==> src/rtl/ps2_pkg.sv <==
// ps2_pkg: shared types and constants for the PS/2 keyboard decoder.
package ps2_pkg;
    typedef enum logic [1:0] {S_IDLE, S_DATA, S_PARITY, S_STOP} frame_state_t;
    localparam logic [7:0] PFX_E0 = 8'hE0;
    localparam logic [7:0] PFX_F0 = 8'hF0;
    localparam logic [7:0] PFX_E1 = 8'hE1;
    localparam logic [7:0] DISC_AA = 8'hAA;
    localparam logic [7:0] DISC_FA = 8'hFA;
    localparam logic [7:0] DISC_FE = 8'hFE;
    localparam logic [7:0] DISC_EE = 8'hEE;
    localparam logic [7:0] DISC_00 = 8'h00;
    localparam logic [7:0] DISC_FF = 8'hFF;
    localparam logic [2:0] PAUSE_SKIP = 3'd7;
    localparam int KEY_TOGGLE = 10;
    localparam int KEY_PRESSED = 9;
    localparam int KEY_EXT = 8;
    function automatic logic is_discard(input logic [7:0] b);
        return b inside {DISC_AA, DISC_FA, DISC_FE, DISC_EE, DISC_00, DISC_FF};
    endfunction
endpackage

==> src/rtl/ps2_frame_rx.sv <==
// ps2_frame_rx: PS/2 synchroniser, clock filter, timeout and frame FSM.
// PS2_PARITY_CHECK_EN defined enforces odd parity; otherwise parity is ignored.
module ps2_frame_rx
    import ps2_pkg::*;
#(
    parameter int FILTER_LEN  = 4,
    parameter int TIMEOUT_CYC = 2048
) (
    input  logic       clk_sys,
    input  logic       reset_n,
    input  logic       i_ps2_clk,
    input  logic       i_ps2_data,
    output logic       o_byte_valid,
    output logic [7:0] o_byte,
    output logic       o_frame_err
);
    localparam int CW = $clog2(TIMEOUT_CYC);
    logic [1:0] r_clk_sync, r_dat_sync;
    logic [FILTER_LEN-1:0] r_filt;
    logic r_clk_f, r_strobe;
    frame_state_t r_state, w_state_nx;
    logic [2:0] r_bit, w_bit_nx;
    logic [7:0] r_sr, w_sr_nx;
    logic r_par, w_par_nx;
    logic [CW-1:0] r_cnt;
    logic r_stop_err, w_stop_err_nx;
    logic w_dat, w_fall, w_timeout, w_par_ok;
    assign w_dat = r_dat_sync[1];
    assign w_fall = r_clk_f & ~|r_filt;
    // a strobe in the same cycle as expiry wins: the bit still lands
    assign w_timeout = (r_state != S_IDLE) && !r_strobe && (r_cnt == CW'(TIMEOUT_CYC - 1));
`ifdef PS2_PARITY_CHECK_EN
    assign w_par_ok = ^{r_sr, r_par};
`else
    assign w_par_ok = 1'b1 | r_par;
`endif
    assign o_byte = r_sr;
    assign o_byte_valid = r_strobe && (r_state == S_STOP) && w_dat && w_par_ok;
    assign o_frame_err = r_stop_err | w_timeout;
    always_comb begin
        w_state_nx = r_state;
        w_bit_nx = r_bit;
        w_sr_nx = r_sr;
        w_par_nx = r_par;
        w_stop_err_nx = 1'b0;
        if (w_timeout)
            w_state_nx = S_IDLE;
        else if (r_strobe)
            case (r_state)
                S_IDLE: begin
                    w_state_nx = w_dat ? S_IDLE : S_DATA;
                    w_bit_nx = 3'd0;
                end
                S_DATA: begin
                    w_sr_nx = {w_dat, r_sr[7:1]};
                    w_bit_nx = r_bit + 3'd1;
                    w_state_nx = (r_bit == 3'd7) ? S_PARITY : S_DATA;
                end
                S_PARITY: begin
                    w_par_nx = w_dat;
                    w_state_nx = S_STOP;
                end
                default: begin
                    w_stop_err_nx = ~(w_dat & w_par_ok);
                    w_state_nx = S_IDLE;
                end
            endcase
    end
    always_ff @(posedge clk_sys or negedge reset_n) begin
        if (!reset_n) begin
            r_clk_sync <= '1;
            r_dat_sync <= '1;
            r_filt <= '1;
            r_clk_f <= 1'b1;
            r_strobe <= 1'b0;
            r_state <= S_IDLE;
            r_bit <= '0;
            r_sr <= '0;
            r_par <= 1'b0;
            r_cnt <= '0;
            r_stop_err <= 1'b0;
        end else begin
            r_clk_sync <= {r_clk_sync[0], i_ps2_clk};
            r_dat_sync <= {r_dat_sync[0], i_ps2_data};
            r_filt <= {r_filt[FILTER_LEN-2:0], r_clk_sync[1]};
            r_clk_f <= (&r_filt) ? 1'b1 : (~|r_filt) ? 1'b0 : r_clk_f;
            r_strobe <= w_fall;
            r_state <= w_state_nx;
            r_bit <= w_bit_nx;
            r_sr <= w_sr_nx;
            r_par <= w_par_nx;
            r_stop_err <= w_stop_err_nx;
            r_cnt <= (r_strobe || r_state == S_IDLE) ? '0 :
                     (r_cnt == CW'(TIMEOUT_CYC - 1)) ? r_cnt : r_cnt + 1'b1;
        end
    end
endmodule

==> src/rtl/ps2_key_decoder.sv <==
// ps2_key_decoder: turns PS/2 frames into {toggle, pressed, extended, code} key events.
module ps2_key_decoder
    import ps2_pkg::*;
#(
    parameter int FILTER_LEN  = 4,
    parameter int TIMEOUT_CYC = 2048
) (
    input  logic        clk_sys,
    input  logic        reset_n,
    input  logic        ps2_clk_in,
    input  logic        ps2_data_in,
    output logic [10:0] ps2_key,
    output logic        frame_err
);
    logic w_byte_valid, w_frame_err;
    logic [7:0] w_byte;
    logic r_ext, r_brk, w_ext_nx, w_brk_nx;
    logic [2:0] r_skip, w_skip_nx;
    logic [10:0] r_key, w_key_nx;
    ps2_frame_rx #(.FILTER_LEN(FILTER_LEN), .TIMEOUT_CYC(TIMEOUT_CYC)) u_rx (
        .clk_sys     (clk_sys),
        .reset_n     (reset_n),
        .i_ps2_clk   (ps2_clk_in),
        .i_ps2_data  (ps2_data_in),
        .o_byte_valid(w_byte_valid),
        .o_byte      (w_byte),
        .o_frame_err (w_frame_err)
    );
    assign ps2_key = r_key;
    assign frame_err = w_frame_err;
    always_comb begin
        w_ext_nx = r_ext;
        w_brk_nx = r_brk;
        w_skip_nx = r_skip;
        w_key_nx = r_key;
        if (w_frame_err) begin
            w_ext_nx = 1'b0;
            w_brk_nx = 1'b0;
            w_skip_nx = 3'd0;
        end else if (w_byte_valid) begin
            if (r_skip != 3'd0)
                w_skip_nx = r_skip - 3'd1;
            else if (w_byte == PFX_E0)
                w_ext_nx = 1'b1;
            else if (w_byte == PFX_F0)
                w_brk_nx = 1'b1;
            else if (w_byte == PFX_E1)
                w_skip_nx = PAUSE_SKIP;
            else begin
                w_ext_nx = 1'b0;
                w_brk_nx = 1'b0;
                w_key_nx = is_discard(w_byte) ? r_key : {~r_key[KEY_TOGGLE], ~r_brk, r_ext, w_byte};
            end
        end
    end
    always_ff @(posedge clk_sys or negedge reset_n) begin
        if (!reset_n) begin
            r_ext <= 1'b0;
            r_brk <= 1'b0;
            r_skip <= 3'd0;
            r_key <= '0;
        end else begin
            r_ext <= w_ext_nx;
            r_brk <= w_brk_nx;
            r_skip <= w_skip_nx;
            r_key <= w_key_nx;
        end
    end
endmodule

==> config.mk <==
export PLATFORM = sky130hd
export DESIGN_NAME = ps2_key_decoder
export DESIGN_NICKNAME = d
export VERILOG_FILES = /design/src/rtl/ps2_pkg.sv /design/src/rtl/ps2_frame_rx.sv /design/src/rtl/ps2_key_decoder.sv
export SDC_FILE = /design/constraint.sdc
export NUM_CORES = 1
export LEC_CHECK = 0
export BUFFER_PORTS_ARGS = -buffer_cell sky130_fd_sc_hd__buf_2
export CAP_MARGIN = 40
export CORE_MARGIN = 5
export CORE_UTILIZATION = 52
export CTS_CLUSTER_DIAMETER = 150
export DETAILED_ROUTE_END_ITERATION = 6
export GPL_ROUTABILITY_DRIVEN = 0
export HOLD_SLACK_MARGIN = 0.03
export MAX_ROUTING_LAYER = met4
export PLACE_DENSITY = 0.7
export SLEW_MARGIN = 20
export SYNTH_ARGS = -nofsm -noshare
export SYNTH_HDL_FRONTEND = slang
export SYNTH_SLANG_ARGS = --single-unit
==> constraint.sdc <==
create_clock -name clk_sys -period 2.4 [get_ports clk_sys]
set_clock_uncertainty 0.1 [all_clocks]
set_input_delay 0 -clock clk_sys [delete_from_list [all_inputs] [get_ports clk_sys]]
set_output_delay 0 -clock clk_sys [all_outputs]
set_load 0.01 [all_outputs]
==> results.sh <==
export IMPL_postSynthCellCount=198
export IMPL_synth_compound_area_share_pct=9.81
export IMPL_cp_end_kind="register"
export IMPL_syn_nets=207
export IMPL_status="complete, no violations"
export IMPL_wl_mm=3.75
export IMPL_avgRoutedWirePerCell_microns=13.4
export IMPL_power_frac_seq_pct=60.8
export IMPL_ys_flop_type="dfrtp_1"
export IMPL_switchingPower_uw=346
export IMPL_htree_levels=2
export IMPL_p_comb_share_pct=4.8
export IMPL_die_w_microns=76.4
export IMPL_maxSlewHeadroom_pct=58.5
export IMPL_drv_slew=0
export IMPL_finalSetupTns_ns=0
export IMPL_critPathBufInv=0
export IMPL_fillerInstances=359
export IMPL_path_max_fanout=11
export IMPL_die_h_microns=76.4
export IMPL_diodes=0
export IMPL_cpLargestDelayFamily="simple AND/OR/NAND/NOR gates"
export IMPL_hpwl_mm=2.71
export IMPL_max_stage_delay_ns=0.65
export IMPL_numCtsBuffers=5
export IMPL_final_cell_mix="42 x dfrtp_1, 21 x nor2_1, 19 x nand2_1, 15 x buf_2, 11 x buf_4"
export IMPL_synthArstFlopShare_pct=100
export IMPL_cp_required_ns=2.50
export IMPL_cap_violations=0
export IMPL_die_area_sq_mm=0.00584
export IMPL_path_class="reg -> reg"
export IMPL_synth_simple_gate_area_share_pct=15.1
export IMPL_drive_gt1_share_pct=26.2
export IMPL_start_util_pct=53.1
export IMPL_setup_viol=0
export IMPL_clockBufferDepth=2
export IMPL_final_hold_viol_count=0
export IMPL_clockRootBuffer="clkbuf_8"
export IMPL_avgSynthCellArea_sq_um=11.6
export IMPL_synth_top_family_by_area="simple AND/OR/NAND/NOR gates"
export IMPL_syn_to_final_growth_pct=14.7
export IMPL_path_clk_slew_ns=0.09
export IMPL_p_clk_share_pct=34.5
export IMPL_numPortBuffers=15
export IMPL_ys_seq_area_share_pct=56.1
export IMPL_synth_xor_area_share_pct=3.43
export IMPL_grt_pass1_wl_mm=7.00
export IMPL_antenna_left=0
export IMPL_insertion_delay_ns=0.30
export IMPL_dr_pass1_iters=4
export IMPL_fmax_mhz=442
export IMPL_synth_edff_count=0
export IMPL_grt_pass1_vias=1572
export IMPL_final_nets=237
export IMPL_cp_cell_sequence="and3_4, and4b_1, a41o_1, or4b_4, mux2_1"
export IMPL_final_util_pct=60.9
export IMPL_synth_area_sq_mm=0.00230
export IMPL_rsz0062_at_grt="false"
export IMPL_drc=0
export IMPL_drt_initial_drc_count=107
export IMPL_crit_path_start_kind="register"
export IMPL_grt_util_all_layers_pct=14.9
export IMPL_min_path_type="in -> async"
export IMPL_final_common_cell="dfrtp_1"
export IMPL_cts_sinks=51
export IMPL_grt_overflow=0
export IMPL_synth_seq_cells=51
export IMPL_antenna_found_initial=0
export IMPL_vias=1519
export IMPL_p_per_area_mw_per_mm2=556
export IMPL_yosysWarnings=0
export IMPL_top_layer="met4"
export IMPL_arrival_ns=2.36
export IMPL_regArea_sq_mm=0.00129
export IMPL_wl_met2_mm=1.78
export IMPL_core_area_sq_mm=0.00432
export IMPL_dp_cells=269
export IMPL_cp_slowest_cell="or4b_4"
export IMPL_synthAdderAreaFrac_pct=2.72
export IMPL_internal_power_uw=1120
export IMPL_fin_crit_ns=2.26
export IMPL_worst_slew_pin_slew_ns=0.622
export IMPL_tritoncts="yes"
export IMPL_met1_length_mm=1.81
export IMPL_final_cell_count_no_fill=281
export IMPL_ios=16
export IMPL_rows=24
export IMPL_ys_types=46
export IMPL_avgViaCountPerCell=5.41
export IMPL_p_sw_share_pct=23.6
export IMPL_min_period_over_period_pct=94.2
export IMPL_wl_met3_microns=120
export IMPL_muxShareOfSynthArea_pct=10.0
export IMPL_grt_max_degree=28
export IMPL_ir_drop_mv=0.484
export IMPL_p_leak_uw=0.00130
export IMPL_multi_input_area_sq_um=951
[area by class of cell]
class / instances / share of cell area, %
timing repair buffer: 30 / 8.17
tap: 52 / 2.47
clock buffer: 5 / 2.61
multi-input combinational: 134 / 36.1
clock inverter: 3 / 0.856
sequential: 51 / 48.9
inverter: 6 / 0.856
[worst reg2reg max path, delay by kind of cell, from the launching register on]
family | cells | cell delay [ns]
compound gates | 1 | 0.21
simple gates | 3 | 1.04
mux | 1 | 0.35
flops | 1 | 0.45
[timing repair]
item,CTS,global route
setup endpoints to repair,0,9
gates resized for setup,0,2
hold buffers,3,0
setup buffers,0,1
endpoints found under the hold margin,44,0
[power by group through the flow]
stage	registers (uW)	clock network [uW]	logic, uW
after floorplan	904	0	32.8
after global placement	906	0	62.4
after detailed placement	907	0	68.2
after CTS	891	520	72.1
after global routing	892	563	82.0
final	890	505	69.7
[registers in the layout (all words and copies together), names as in the netlist, 3 cells and up]
name	cells
ps2_key	11
u_rx.r_filt	4
u_rx.r_cnt	11
r_skip	3
u_rx.o_byte	8
u_rx.r_bit	3
[cell families (layout without fill, tap and decap cells)]
kind of cell               Yosys count  in the layout
and+or+nand+nor                     70             70
DFF                                 51             51
AOI/OAI and AO/OA                   32             32
muxes                               18             18
buffers and inverters               13             44
xor gates and xnor gates             9              9
adders and majority gates            5              5
[synth_stat cells, types with 2 or more instances]
library cell | number | area, sq um
o21ai_0 | 5 | 25.0
a31oi_1 | 4 | 25.0
xor2_1 | 3 | 26.3
dfstp_2 | 9 | 236
ha_1 | 5 | 62.6
a311oi_1 | 3 | 26.3
and4_1 | 2 | 17.5
nor2_1 | 22 | 82.6
o22ai_1 | 2 | 12.5
xnor2_1 | 6 | 52.6
o21ai_1 | 5 | 25.0
nor3_1 | 5 | 25.0
nand2_1 | 19 | 71.3
buf_2 | 4 | 20.0
inv_1 | 6 | 22.5
mux2_1 | 6 | 67.6
mux2_2 | 2 | 22.5
a21oi_1 | 5 | 25.0
and3_1 | 2 | 12.5
mux2i_1 | 2 | 20.0
dfrtp_1 | 42 | 1050
nand3_1 | 6 | 30.0
nand4_1 | 2 | 12.5
mux2_4 | 8 | 120
nand2b_1 | 2 | 12.5
[worst paths after layout]
check | cells after the start | to | slack (ns) | from
setup / recovery | 5 | ps2_key[8]$_DFFE_PN0P_ | 0.14 | u_rx.o_byte[5]$_DFFE_PN0P_
max in group asynchronous | 4 | u_rx.r_clk_f$_DFFE_PN1P_ | 1.31 | reset_n
min in group clk_sys | 2 | u_rx.r_clk_sync[0]$_DFF_PN1_ | 0.23 | ps2_clk_in
hold / removal | 2 | u_rx.r_cnt[0]$_DFFE_PN0P_ | 0.14 | reset_n
hold reg to reg | 0 | u_rx.r_filt[0]$_DFF_PN1_ | 0.26 | u_rx.r_clk_sync[1]$_DFF_PN1_
setup reg to reg | 5 | ps2_key[8]$_DFFE_PN0P_ | 0.14 | u_rx.o_byte[5]$_DFFE_PN0P_
[routing by layer]
layer	global-route usage, %	vias up
met5	-	-
li1	-	758
met1	19.4	736
met3	3.31	5
met2	23.1	20
met4	5.24	0
[stage by stage]
| step | setup slack (ns) | instance area, sq um | power, uW | hold WS, ns |
|---|---|---|---|---|
| after floorplan | 0.141 | 2300 | 937 | -0.396 |
| after global placement | 0.146 | 2470 | 969 | 0.00752 |
| after detailed placement | 0.0703 | 2500 | 975 | -0.0409 |
| after CTS | 0.0440 | 2620 | 1480 | 0.155 |
| after global routing | 0.0274 | 2630 | 1540 | 0.206 |
| final | 0.140 | 2630 | 1460 | 0.136 |
No activity file was read; power rests on OpenSTA's default activity.
